### src/rtl/uram_write_sequencer_if.sv
// Trigger/write-path bundle between the memclk sequencer and its neighbours.
// master drives run/sync/trigger controls; slave is the sequencer.
interface uram_write_sequencer_if #(
    parameter int ADDR_BITS = 12
);
    logic                 memclk_sync_i;
    logic                 run_i;
    logic                 clear_i;
    logic                 trig_i;
    logic                 trig_ready_i;
    logic [1:0]           phase_o;
    logic                 running_o;
    logic                 wr_en_o;
    logic [ADDR_BITS-1:0] wr_addr_o;
    logic                 trig_valid_o;
    logic [ADDR_BITS-1:0] trig_addr_o;
    logic                 trig_lost_o;
    logic                 sync_err_o;

    modport master (
        output memclk_sync_i, run_i, clear_i, trig_i, trig_ready_i,
        input  phase_o, running_o, wr_en_o, wr_addr_o,
        input  trig_valid_o, trig_addr_o, trig_lost_o, sync_err_o
    );

    modport slave (
        input  memclk_sync_i, run_i, clear_i, trig_i, trig_ready_i,
        output phase_o, running_o, wr_en_o, wr_addr_o,
        output trig_valid_o, trig_addr_o, trig_lost_o, sync_err_o
    );
endinterface

### src/rtl/uram_write_sequencer.sv
// memclk URAM write sequencer: 4-phase groups, wrapping address, trigger capture.
// Optional sticky sync/phase misalignment flag: define URAM_SEQ_SYNC_CHECK_EN.
module uram_write_sequencer #(
    parameter int ADDR_BITS = 12,
    parameter int NPHASE    = 4
) (
    input logic                  memclk_i,
    input logic                  memclk_rstn_i,
    uram_write_sequencer_if.slave bus
);
    localparam int         GW   = ADDR_BITS - 2;
    localparam logic [1:0] LAST = 2'(NPHASE - 1);

    typedef enum logic [1:0] {
        IDLE,
        ARMED,
        RUN,
        DRAIN
    } state_t;

    state_t                state_q;
    state_t                state_d;
    logic [1:0]            phase_q;
    logic [GW-1:0]         grp_q;
    logic                  tv_q;
    logic [ADDR_BITS-1:0]  ta_q;
    logic                  lost_q;
    logic                  wr_en;
    logic                  last_ph;
    logic                  trig_fire;
    logic                  accept;
    logic [ADDR_BITS-1:0]  wr_addr;

    assign wr_en     = (state_q == RUN) || (state_q == DRAIN);
    assign last_ph   = (phase_q == LAST);
    assign wr_addr   = {grp_q, phase_q};
    assign trig_fire = bus.trig_i && wr_en;
    assign accept    = tv_q && bus.trig_ready_i;

    always_comb begin
        state_d = state_q;
        unique case (state_q)
            IDLE: begin
                if (bus.run_i) state_d = ARMED;
            end
            ARMED: begin
                if (!bus.run_i)   state_d = IDLE;
                else if (last_ph) state_d = RUN;
            end
            RUN: begin
                if (!bus.run_i) state_d = last_ph ? IDLE : DRAIN;
            end
            DRAIN: begin
                if (last_ph) state_d = IDLE;
            end
            default: state_d = IDLE;
        endcase
    end

    always_ff @(posedge memclk_i or negedge memclk_rstn_i) begin
        if (!memclk_rstn_i) begin
            state_q <= IDLE;
            phase_q <= 2'd0;
            grp_q   <= '0;
        end else begin
            state_q <= state_d;
            phase_q <= bus.memclk_sync_i ? 2'd1 : phase_q + 2'd1;
            // Groups advance only after a fully written phase-3 cycle.
            if (wr_en && last_ph)
                grp_q <= grp_q + GW'(1);
            else if (bus.clear_i && state_q == IDLE)
                grp_q <= '0;
        end
    end

    // One-deep holding register; a new capture may replace an accepted entry.
    always_ff @(posedge memclk_i or negedge memclk_rstn_i) begin
        if (!memclk_rstn_i) begin
            tv_q   <= 1'b0;
            ta_q   <= '0;
            lost_q <= 1'b0;
        end else begin
            lost_q <= trig_fire && tv_q && !accept;
            if (trig_fire && (!tv_q || accept)) begin
                tv_q <= 1'b1;
                ta_q <= wr_addr;
            end else if (accept) begin
                tv_q <= 1'b0;
            end
        end
    end

`ifdef URAM_SEQ_SYNC_CHECK_EN
    logic err_q;

    always_ff @(posedge memclk_i or negedge memclk_rstn_i) begin
        if (!memclk_rstn_i)
            err_q <= 1'b0;
        else if (bus.clear_i)
            err_q <= 1'b0;
        else if (bus.memclk_sync_i && phase_q != 2'd0)
            err_q <= 1'b1;
    end

    assign bus.sync_err_o = err_q;
`else
    assign bus.sync_err_o = 1'b0;
`endif

    assign bus.phase_o      = phase_q;
    assign bus.running_o    = wr_en;
    assign bus.wr_en_o      = wr_en;
    assign bus.wr_addr_o    = wr_addr;
    assign bus.trig_valid_o = tv_q;
    assign bus.trig_addr_o  = ta_q;
    assign bus.trig_lost_o  = lost_q;
endmodule

### src/flat_wrapper.sv
// flat-port wrapper written by rule: the top's interface ports become plain ports
module uram_write_sequencer_flat 
#(
    parameter int ADDR_BITS = 12,
    parameter int NPHASE    = 4
)
  (memclk_i, memclk_rstn_i, bus_memclk_sync_i, bus_run_i, bus_clear_i, bus_trig_i, bus_trig_ready_i, bus_phase_o, bus_running_o, bus_wr_en_o, bus_wr_addr_o, bus_trig_valid_o, bus_trig_addr_o, bus_trig_lost_o, bus_sync_err_o);
  uram_write_sequencer_if #(.ADDR_BITS(ADDR_BITS)) bus_i ();
  input logic memclk_i;
  input logic memclk_rstn_i;
  input wire logic [$bits(bus_i.memclk_sync_i)-1:0] bus_memclk_sync_i;
  input wire logic [$bits(bus_i.run_i)-1:0] bus_run_i;
  input wire logic [$bits(bus_i.clear_i)-1:0] bus_clear_i;
  input wire logic [$bits(bus_i.trig_i)-1:0] bus_trig_i;
  input wire logic [$bits(bus_i.trig_ready_i)-1:0] bus_trig_ready_i;
  output wire logic [$bits(bus_i.phase_o)-1:0] bus_phase_o;
  output wire logic [$bits(bus_i.running_o)-1:0] bus_running_o;
  output wire logic [$bits(bus_i.wr_en_o)-1:0] bus_wr_en_o;
  output wire logic [$bits(bus_i.wr_addr_o)-1:0] bus_wr_addr_o;
  output wire logic [$bits(bus_i.trig_valid_o)-1:0] bus_trig_valid_o;
  output wire logic [$bits(bus_i.trig_addr_o)-1:0] bus_trig_addr_o;
  output wire logic [$bits(bus_i.trig_lost_o)-1:0] bus_trig_lost_o;
  output wire logic [$bits(bus_i.sync_err_o)-1:0] bus_sync_err_o;
  assign bus_i.memclk_sync_i = bus_memclk_sync_i;
  assign bus_i.run_i = bus_run_i;
  assign bus_i.clear_i = bus_clear_i;
  assign bus_i.trig_i = bus_trig_i;
  assign bus_i.trig_ready_i = bus_trig_ready_i;
  assign bus_phase_o = bus_i.phase_o;
  assign bus_running_o = bus_i.running_o;
  assign bus_wr_en_o = bus_i.wr_en_o;
  assign bus_wr_addr_o = bus_i.wr_addr_o;
  assign bus_trig_valid_o = bus_i.trig_valid_o;
  assign bus_trig_addr_o = bus_i.trig_addr_o;
  assign bus_trig_lost_o = bus_i.trig_lost_o;
  assign bus_sync_err_o = bus_i.sync_err_o;
  uram_write_sequencer #(.ADDR_BITS(ADDR_BITS), .NPHASE(NPHASE)) u_core (.memclk_i(memclk_i), .memclk_rstn_i(memclk_rstn_i), .bus(bus_i));
endmodule
### config.mk
export PLATFORM = sky130hd
export DESIGN_NAME = uram_write_sequencer_flat
export DESIGN_NICKNAME = d
export VERILOG_FILES = /design/src/rtl/uram_write_sequencer_if.sv /design/src/rtl/uram_write_sequencer.sv /design/src/flat_wrapper.sv
export SDC_FILE = /design/constraint.sdc
export NUM_CORES = 1
export LEC_CHECK = 0
export BUFFER_PORTS_ARGS = -buffer_cell sky130_fd_sc_hd__buf_2
export CAP_MARGIN = 10
export CORE_MARGIN = 5
export CORE_UTILIZATION = 40
export DETAILED_ROUTE_END_ITERATION = 7
export HOLD_SLACK_MARGIN = 0.1
export PLACE_DENSITY = 0.78
export SLEW_MARGIN = 40
export SYNTH_ARGS = -nofsm -noshare
export SYNTH_HDL_FRONTEND = slang
export SYNTH_SLANG_ARGS = --single-unit
### constraint.sdc
create_clock -name memclk_i -period 1.4 [get_ports memclk_i]
set_input_delay 0.07 -clock memclk_i [delete_from_list [all_inputs] [get_ports memclk_i]]
set_output_delay 0.07 -clock memclk_i [all_outputs]
set_load 0.05 [all_outputs]
# Word level (Yosys, flattened, before mapping)
# Index checks and enable logic that the tools add are counted.
totals:
  ff_bits: 28
  inputBits: 7
  out_inout_bits: 31
  elab_cells: 43
classes:
  n_addsub: 2
  n_eq_ne: 8
  mux: 12
  reduce_logical: 15
ops:
  columns: ["operator", "n"]
  rows:
  - ["10-bit two-way mux", 2]
  - ["2-bit two-way mux", 7]
  - ["10-bit by 1-bit adder with 10-bit output (second input constant)", 1]
  - ["2-bit case mux with 4 select lines", 1]
  - ["1-bit logical AND", 7]
  - ["2-bit equality test (second input constant)", 3]
  - ["2-bit != test (second input constant)", 2]
  - ["4-bit AND reduction", 1]
  - ["2-bit nonzero test", 2]
  - ["3-bit by 2-bit != test with 1-bit output (second input constant)", 1]
  - ["2-bit by 1-bit adder with 2-bit output (second input constant)", 1]
  - ["2-bit by 1-bit equality test with 1-bit output (second input constant)", 1]
  - ["1-bit logical NOT", 2]
  - ["2-bit logical NOT", 1]
  - ["1-bit logical OR", 2]
  - ["1-bit two-way mux", 2]
  - ["2-bit by 1-bit != test with 1-bit output (second input constant)", 1]

# Depth between registers and ports, before layout
# Gate-level depths: netlist of run 1.
depth:
  ltp_word: 5
  mapped_depth: 6

# Least setup slack after synthesis of run 1
# Ideal clock, no wire load.
synth_path:
  path_kind: "register -> register"
  startpoint: "register u_core.phase_q[0] (netlist: u_core.bus.phase_o[0])"
  endpoint: "register u_core.grp_q[9]"
  arrival_ps: 1629
  required_ps: 1315
  path_slack_ps: -313
  stages_incl_launch_ff: 6
  path_buffers: 1
  period_less_slack_ps: 1713
  cell_sequence: "dfrtp_1 ha_1 buf_4 nand4_4 nor4_4 mux2i_1"
synth_between:
  elab_chain_cells: 3
  elab_cells_between_ends: 4
  cone_classes: "eq/ne (1); mux (1); reduce/logical (2)"
synth_rtl:
  columns: ["item", "line_no", "rtl"]
  rows:
  - ["start: declaration", "uram_write_sequencer.sv:23", "logic [1:0] phase_q;"]
  - ["start signal: assignment", "uram_write_sequencer.sv:67", "phase_q <= bus.memclk_sync_i ? 2'd1 : phase_q + 2'd1;"]
  - ["2-bit equality test *", "uram_write_sequencer.sv:35", "assign last_ph = (phase_q == LAST);"]
  - ["1-bit logical AND *", "uram_write_sequencer.sv:69", "if (wr_en && last_ph)"]
  - ["10-bit two-way mux / 2-bit nonzero test (equally long branches)", null, null]
  - ["end signal: assignment", "uram_write_sequencer.sv:70", "grp_q <= grp_q + GW'(1);"]
  - ["end: declaration", "uram_write_sequencer.sv:24", "logic [GW-1:0] grp_q;"]
# Every way passes the cells marked *; elsewhere a longest branch is shown, timed or not.
# A chain may end at the register's enable or synchronous reset.

# Worst setup path in the final report of run 1
layout_path:
  startpoint: "register u_core.phase_q[1] (netlist: u_core.bus.phase_o[1])"
  endpoint: "register u_core.grp_q[5]"
# Same word-level chain as after synthesis.

==> results.cfg, run 1 <==
[timing]
skew_ps = 13.8
maxSlewViolCount = 0
fin_crit_ps = 1360
finalSetupViolations = 0
tns_ps = 0
rsz0062_at_grt = yes
clock.fmax_mhz = 736
worst_pin_slew_ps = 611
slew_headroom_pct = 59.3
period_share_pct = 97.0
hold_violations = 0

[cts]
clk_pin_slew_ps = 150
htree_levels = 1
clk_path_buf_depth = 2
cts_buffers = 3
cts_tree = done
cts_root_buf = clkbuf_4
clk-insertion-delay-late_ps = 330
cts.sinks = 28

[min_path]
hold_class = input port to async pin

[global_route]
grt_pass1_vias = 1036
grt_pass1_wl_mm = 4.75
grt_max_degree = 29
antenna_found_initial = 0
grt_overflow = 0
grtUsageTotal_pct = 13.8

[final_layout]
nets = 157
syn2layout_area_growth_pct = 24.1
nFillCells = 311
antennaDiodeCount = 0
drive_above_1_share_pct = 47.6

[die]
die_width_um = 67.8
die_h_um = 67.8
dieArea_um2 = 4600
rows = 21
pin_count = 38
initial_core_util_pct = 40.7
fp.coreArea_um2 = 3280

[worst_setup_path]
slowest_stage = dfrtp_2
cpPeakStageDelay_ps = 430
end_kind = flip-flop
crit_chain = ha_4 > nand2_4 > o311ai_1 > o41ai_1
cp.arrival_ps = 1580
crit_required_ps = 1620
setup.worst_path.start_class = flip-flop
rr_worst_depth = 4
crit_type = flip-flop to flip-flop
cp_max_fo = 11

[routing]
routed_wl_mm = 2.80
drcViolationCount = 0
drt_iter0_markers = 36
drt_pass1_iterations = 4
drtAntennaViolNets = 0
viasPerCell = 5.13
wire_per_inst_um = 14.5
via_count = 991

[power]
pwr-share-seq_pct = 39.8
irDropWorstVdd_uv = 698
power_frac_comb_pct = 47.7
switching_power_uw = 1270
switching_share_pct = 46.7
p_leak_uw = 0.000856
power.total_uw = 2720
cell_internal_pwr_uw = 1450
powerDensity_nw_per_um2 = 1640
p_clk_share_pct = 12.5

[yosys]
synth_flop_cell = dfrtp_1
synth_compound_area_share_pct = 6.65
netlist_instances = 105
syn_area_per_cell_um2 = 12.7
synthAdderAreaFrac_pct = 1.87
synthXorXnorAreaFrac_pct = 0.655
async_flop_share_pct = 100
yosysTopAreaCell = dfrtp_1
synth_edf_count = 0
synth.top_cell.area_share_pct = 52.4
synth_top_family_by_area = simple AND/OR/NAND/NOR gates
netlist_area_um2 = 1340
synth_seq_area_share_pct = 52.4
synth_mux_area_share_pct = 13.1
synthSimpleGateAreaFrac_pct = 17.9
syn_nets = 114
yosys_warnings = 0
yosys-top-cells-area = dfrtp_1 52%, mux2_1 5.1%, mux2_2 5.1%
yosysUniqueCellTypes = 35
synth-seq-cells = 28

[placement]
hpwlAfterDp_mm = 2.01
portBuffers = 36
gp_congestion = 0.848

[flow_run]
maxCapViolations = 0

[status]
status = finished clean
## worst max-delay path, delay by kind of cell, from the launching register on
kind,cells,cell delay [ps]
AND/OR/NAND/NOR,1,120
adder cells (fa/ha/maj),1,230
flip-flops,1,430
AO/OA/AOI/OAI,2,470
## worst paths after layout
kind,from,end,slack (ps)
min reg2reg,u_core.bus.trig_addr_o[6],u_core.bus.trig_addr_o[6],500
max,u_core.bus.phase_o[1],u_core.grp_q[5],40
min,memclk_rstn_i,u_core.bus.trig_addr_o[6],260
max in group asynchronous,memclk_rstn_i,u_core.bus.trig_valid_o,690
min in group memclk_i,bus_clear_i,u_core.grp_q[4],310
max reg2reg,u_core.bus.phase_o[1],u_core.grp_q[5],40
## layout by cell type, fill, tap and decap left out, types with 2 or more instances in the layout
cell type and count:
buf_4 6, nand2b_1 3, clkbuf_4 3, mux2i_1 4, dfrtp_2 8, nand3_1 10, mux2_2 6, o21ai_1 2
a31oi_1 2, dfrtp_1 20, nor2_1 2, dlygate4sd3_1 6, mux2_1 6, buf_2 36, nand2_1 7
## sequential cells by signal, summed over array words and instances (netlist names)
register / flops
u_core.bus.trig_valid_o: 1
u_core.bus.phase_o: 2
u_core.bus.trig_addr_o: 12
u_core.grp_q: 10
u_core.state_q: 2
u_core.bus.trig_lost_o: 1
## synthesized netlist by cell type, types with 2 or more instances
| master | count |
|---|---|
| mux2i_1 | 4 |
| o41ai_1 | 2 |
| a31oi_1 | 2 |
| nand3_1 | 10 |
| buf_6 | 4 |
| nand2b_1 | 3 |
| dfrtp_1 | 28 |
| nand2_1 | 7 |
| mux2_1 | 6 |
| nor2_1 | 2 |
| mux2_2 | 6 |
| buf_4 | 5 |
| ha_1 | 2 |
| o311ai_1 | 2 |
| o21ai_1 | 2 |
## cell type report
| type | count | area [um^2] | area share, % |
|---|---|---|---|
| timing repair buffer | 48 | 285 | 17.2 |
| sequential | 28 | 711 | 42.9 |
| multi-input combinational | 66 | 574 | 34.6 |
| clock buffer | 4 | 26.3 | 1.58 |
| inverter | 1 | 3.75 | 0.226 |
| tap | 46 | 57.6 | 3.47 |
## power groups by stage
stage               logic, uW  clock network [uW]  registers (uW)
floorplan                 584                   0            1530
global placement         1250                   0            1080
detailed placement       1270                   0            1100
CTS                      1300                 362            1090
global route             1380                 397            1110
finish                   1300                 339            1080
## stage by stage
stage / setup slack [ps] / hold slack, ps / cells / area [um^2] / utilization (%)
global placement: 74.1 / 109 / 182 / 1540 / 46.8
finish: 42.0 / 258 / 193 / 1660 / 50.5
floorplan: -70.3 / -226 / 105 / 1360 / -
detailed placement: -16.4 / 120 / 182 / 1540 / 46.8
CTS: 48.5 / 274 / 192 / 1640 / 49.8
global route: -31.2 / 309 / 193 / 1660 / 50.5
## routing by layer
metal  vias to the layer above  GRT usage (%)  wire length, um
met2                        35           22.8             1410
li1                        457              -                -
met4                         0           5.21               21
met1                       496           17.2             1190
met5                         -              0                0
met3                         3           3.66              175
## kinds of logic (layout without fill, tap and decap cells)
logic type / Yosys count / count (layout)
and+or+nand+nor: 34 / 34
muxes: 16 / 16
other: 1 / 1
buffers and inverters: 11 / 53
DFF: 28 / 28
AOI/OAI and AO/OA: 12 / 12
adders and majority gates: 2 / 2
xor gates and xnor gates: 1 / 1
## what timing repair did
| action | CTS | global route |
|---|---|---|
| setup endpoints to repair | 3 | 9 |
| hold endpoints to repair | 34 | 0 |
| gates cloned | 0 | 0 |
| gates resized for setup | 2 | 2 |
| hold buffers | 6 | 0 |
| setup buffers | 0 | 1 |
Power figures use the tool's default switching activity.
==> run 2: changes to the inputs <==
- PLACE_DENSITY: 0.78 -> 0.76
- clock period: 1.4 -> 1.5 ns (I/O delays scaled with it)
==> run 2 against run 1 <==
Combinational power shrank 14%. Clock skew shrank 7.6 ps. First-iteration DRC count shrank 19%. Final cell count shrank 2.1%. Final area shrank 2.8%. Sequential power shrank 5%. Sequential cell count is the same. Utilization shrank 1.4 points. Largest power group unchanged.
==> results.cfg, run 2 (synthesis gave the netlist of run 1 again) <==
[status]
status = finished clean

[cts]
htree_levels = 1
cts_tree = done
clk-insertion-delay-late_ps = 330
cts_buffers = 3
clk_pin_slew_ps = 150
cts.sinks = 28
cts_root_buf = clkbuf_4
clk_path_buf_depth = 2

[die]
dieArea_um2 = 4600
die_h_um = 67.8
die_width_um = 67.8
rows = 21
initial_core_util_pct = 40.7
fp.coreArea_um2 = 3280
pin_count = 38

[timing]
fin_ws_ps = 77.7
hold_slack_ps = 279
finalSetupViolations = 0
rsz0062_at_grt = no
hold_violations = 0
fin_crit_ps = 1420
slew_headroom_pct = 59.7
period_share_pct = 94.8
clock.fmax_mhz = 703
maxSlewViolCount = 0
skew_ps = 6.15
worst_pin_slew_ps = 605

[routing]
drt_iter0_markers = 29
routed_wl_mm = 2.62
drtAntennaViolNets = 0
via_count = 951
viasPerCell = 5.03
drcViolationCount = 0
drt_pass1_iterations = 4
wire_per_inst_um = 13.8

[worst_setup_path]
cp.arrival_ps = 1650
crit_type = flip-flop to flip-flop
cp_max_fo = 10
crit_required_ps = 1720
end_kind = flip-flop
setup.worst_path.start_class = flip-flop

[final_layout]
antennaDiodeCount = 0
syn2layout_area_growth_pct = 20.6
drive_above_1_share_pct = 42.0
nets = 153
final_common_cell = buf_2
nFillCells = 293
largest_register_ffs = 12
final_util_pct = 49.1
final_cell_mix = 36 x buf_2, 24 x dfrtp_1, 10 x nand3_1

[flow_run]
maxCapViolations = 0

[global_route]
grt_pass1_vias = 936
antenna_found_initial = 0
grt_pass1_wl_mm = 4.22
grt_overflow = 0
grtUsageTotal_pct = 12.1
grt_max_degree = 29

[power]
p_leak_uw = 0.000842
pwr-share-seq_pct = 40.9
powerDensity_nw_per_um2 = 1560
irDropWorstVdd_uv = 749
cell_internal_pwr_uw = 1340
switching_share_pct = 46.6
power_frac_comb_pct = 44.5
switching_power_uw = 1170
p_clk_share_pct = 14.7

[placement]
gp_congestion = 0.813
hpwlAfterDp_mm = 1.92
dpl_worst_slack_ps = 77.6
portBuffers = 36

[min_path]
hold_class = input port to async pin
## run 2: repair_timing
item,CTS,global route
setup endpoints to repair,0,2
gates resized for setup,0,2
setup buffers,0,0
hold buffers,6,0
endpoints found under the hold margin,34,0
## run 2: metrics by stage
stage | std cells | setup TNS, ps | instance area, um^2 | power (uW)
after global placement | 179 | 0 | 1500 | 2120
after CTS | 189 | 0 | 1600 | 2530
after detailed placement | 179 | 0 | 1500 | 2150
after global routing | 189 | 0 | 1610 | 2640
after floorplan | 105 | -47.6 | 1340 | 1970
final | 189 | 0 | 1610 | 2510
## run 2: cell type report
class | count | area (um^2) | area share (%)
tap | 46 | 57.6 | 3.57
clock buffer | 4 | 36.3 | 2.25
multi-input combinational | 66 | 553 | 34.3
inverter | 1 | 3.75 | 0.233
sequential | 28 | 706 | 43.8
timing repair buffer | 44 | 255 | 15.8
## run 2: critical path, stage by stage (launching register included)
cell	delay, ps
dfrtp_1	440
or3b_1	560
mux2i_1	210
mux2i_1	90
## run 2: routing by layer
layer  GRT usage, %  vias up  part of all wire [%]
li1               -      448                     -
met4           5.21        0                   1.9
met3           2.00        4                   5.6
met2           21.4       30                    51
met5              0        -                     0
met1           14.5      469                    41
## run 2: worst paths after layout
kind | depth (start not counted) | startpoint | end | slack, ps
max | 3 | u_core.state_q[1] | u_core.grp_q[2] | 80
min | 2 | memclk_rstn_i | u_core.bus.trig_addr_o[10] | 280
max reg2reg | 3 | u_core.state_q[1] | u_core.grp_q[2] | 80
min reg2reg | 1 | u_core.bus.trig_addr_o[6] | u_core.bus.trig_addr_o[6] | 500
max in group asynchronous | 2 | memclk_rstn_i | u_core.grp_q[1] | 800
min in group memclk_i | 3 | bus_memclk_sync_i | u_core.bus.phase_o[1] | 410
## run 2: power by group through the flow
stage          sequential [uW]  clock, uW  combinational (uW)
6_report                  1030        368                1120
5_1_grt                   1050        402                1180
4_1_cts                   1030        380                1120
3_5_place_dp              1040          0                1110
3_3_place_gp              1040          0                1090
2_1_floorplan             1430          0                 541
==> run 3: changes to the inputs <==
- PLACE_DENSITY: 0.76 -> 0.69
==> run 3 against run 2 <==
Fmax up 1.9%. Global-route usage is 0.88 points higher. Final cell count up 1.6%. Setup slack better by 27 ps. Clock skew is 2.0 ps lower. Power shrank 1.1%. Non-clock buffer count increased by 3. Worst hold slack improved by 17 ps. First-iteration DRC count is 41% higher. Sequential power barely moved. Clock power down 15%.
==> results.cfg, run 3 (synthesis gave the netlist of run 1 again) <==
[final_layout]
design_area_um2 = 1630
final_cell_mix = 36 x buf_2, 24 x dfrtp_1, 10 x nand3_1
nets = 156
final_util_pct = 49.5
drive_above_1_share_pct = 42.5
largest_register_ffs = 12
antennaDiodeCount = 0
syn2layout_area_growth_pct = 21.7
multi_input_area_um2 = 543
register_area_um2 = 706
nFillCells = 312
final_common_cell = buf_2

[cts]
cts.sinks = 28
cts_tree = done
clk_pin_slew_ps = 140
cts_buffers = 3
post_cts.repair.setup_buffers = 0
htree_levels = 1
clk-insertion-delay-late_ps = 320
cts_root_buf = clkbuf_4
clk_path_buf_depth = 2

[timing]
maxSlewViolCount = 0
fin_ws_ps = 105
rsz0062_at_grt = no
fin_crit_ps = 1400
hold_violations = 0
skew_ps = 4.17
slew_headroom_pct = 58.9
finalSetupViolations = 0
worst_pin_slew_ps = 617
period_share_pct = 93.0
tns_ps = 0
clock.fmax_mhz = 717

[worst_setup_path]
crit_required_ps = 1720
cpPeakStageDelay_ps = 570
cp_max_fo = 10
cpMostUsedCell = mux2i_1
cp.arrival_ps = 1620
crit_chain = or3b_1 > mux2i_1 > mux2i_1
timing.rr.start = u_core.state_q[1]
rr_worst_depth = 3
cp_num_buf_inv = 0
crit_type = flip-flop to flip-flop
r2r_end = u_core.grp_q[2]
slowest_stage = or3b_1
critical_path.top_delay_family = simple AND/OR/NAND/NOR gates
setup.worst_path.start_class = flip-flop
ff2ff_setup_slack_ps = 100
cp.depth = 3
end_kind = flip-flop

[routing]
routed_wl_mm = 2.76
drt_iter0_markers = 41
viasPerCell = 5.12
drtAntennaViolNets = 0
drcViolationCount = 0
via_count = 983
wire_per_inst_um = 14.4
drt_pass1_iterations = 4

[die]
rows = 21
die_h_um = 67.8
die_width_um = 67.8
fp.coreArea_um2 = 3280
pin_count = 38
dieArea_um2 = 4600
initial_core_util_pct = 40.7

[global_route]
grt_overflow = 0
grt_pass1_wl_mm = 4.53
antenna_found_initial = 0
grt_max_degree = 29
grt_pass1_vias = 976
grtUsageTotal_pct = 13.0

[placement]
gp_congestion = 0.847
hpwlAfterDp_mm = 1.99
portBuffers = 36
placed_area_um2 = 1540
dpl_worst_slack_ps = 89.8

[status]
status = finished clean

[power]
powerDensity_nw_per_um2 = 1530
power.total_uw = 2480
irDropWorstVdd_uv = 763
p_leak_uw = 0.000854

[min_path]
hold_class = input port to async pin

[flow_run]
maxCapViolations = 0
## run 3: area by class of cell
class / count / share of cell area, %
multi-input cells: 66 / 33.4
flip-flops and latches: 28 / 43.4
repair buffers: 47 / 17.8
inverters: 1 / 0.231
well taps: 46 / 3.54
clock buffers: 4 / 1.62
## run 3: routing by layer
metal  vias up  global-route usage (%)  wire [um]
li1        453                       -          -
met1       493                    17.2       1200
met2        35                    21.3       1330
met3         2                    4.16        219
met4         0                    2.23         12
met5         -                       0          0
## run 3: per-stage QoR
stage	std cells	hold WS, ps
2_1_floorplan	105	-221
5_1_grt	192	327
4_1_cts	192	295
3_3_place_gp	182	119
3_5_place_dp	182	129
6_report	192	295
## run 3: power breakdown
| part | total, uW | switching [uW] | internal [uW] |
|---|---|---|---|
| Sequential | 1020 | 123 | 899 |
| Combinational | 1150 | 831 | 320 |
| Clock | 311 | 207 | 104 |
## run 3: how the worst max path moves through the flow
stage	end	startpoint
floorplan	u_core.grp_q[9]	u_core.bus.phase_o[0]
global placement	u_core.grp_q[7]	u_core.state_q[1]
detailed placement	u_core.grp_q[9]	u_core.bus.phase_o[0]
CTS	u_core.grp_q[9]	u_core.bus.phase_o[0]
global route	u_core.grp_q[7]	u_core.state_q[1]
finish	u_core.grp_q[2]	u_core.state_q[1]
## run 3: what timing repair did
item,4_1_cts,5_1_grt
endpoints found under the setup margin,0,3
gates resized for setup,0,1
hold buffers,6,0
hold endpoints to repair,34,0
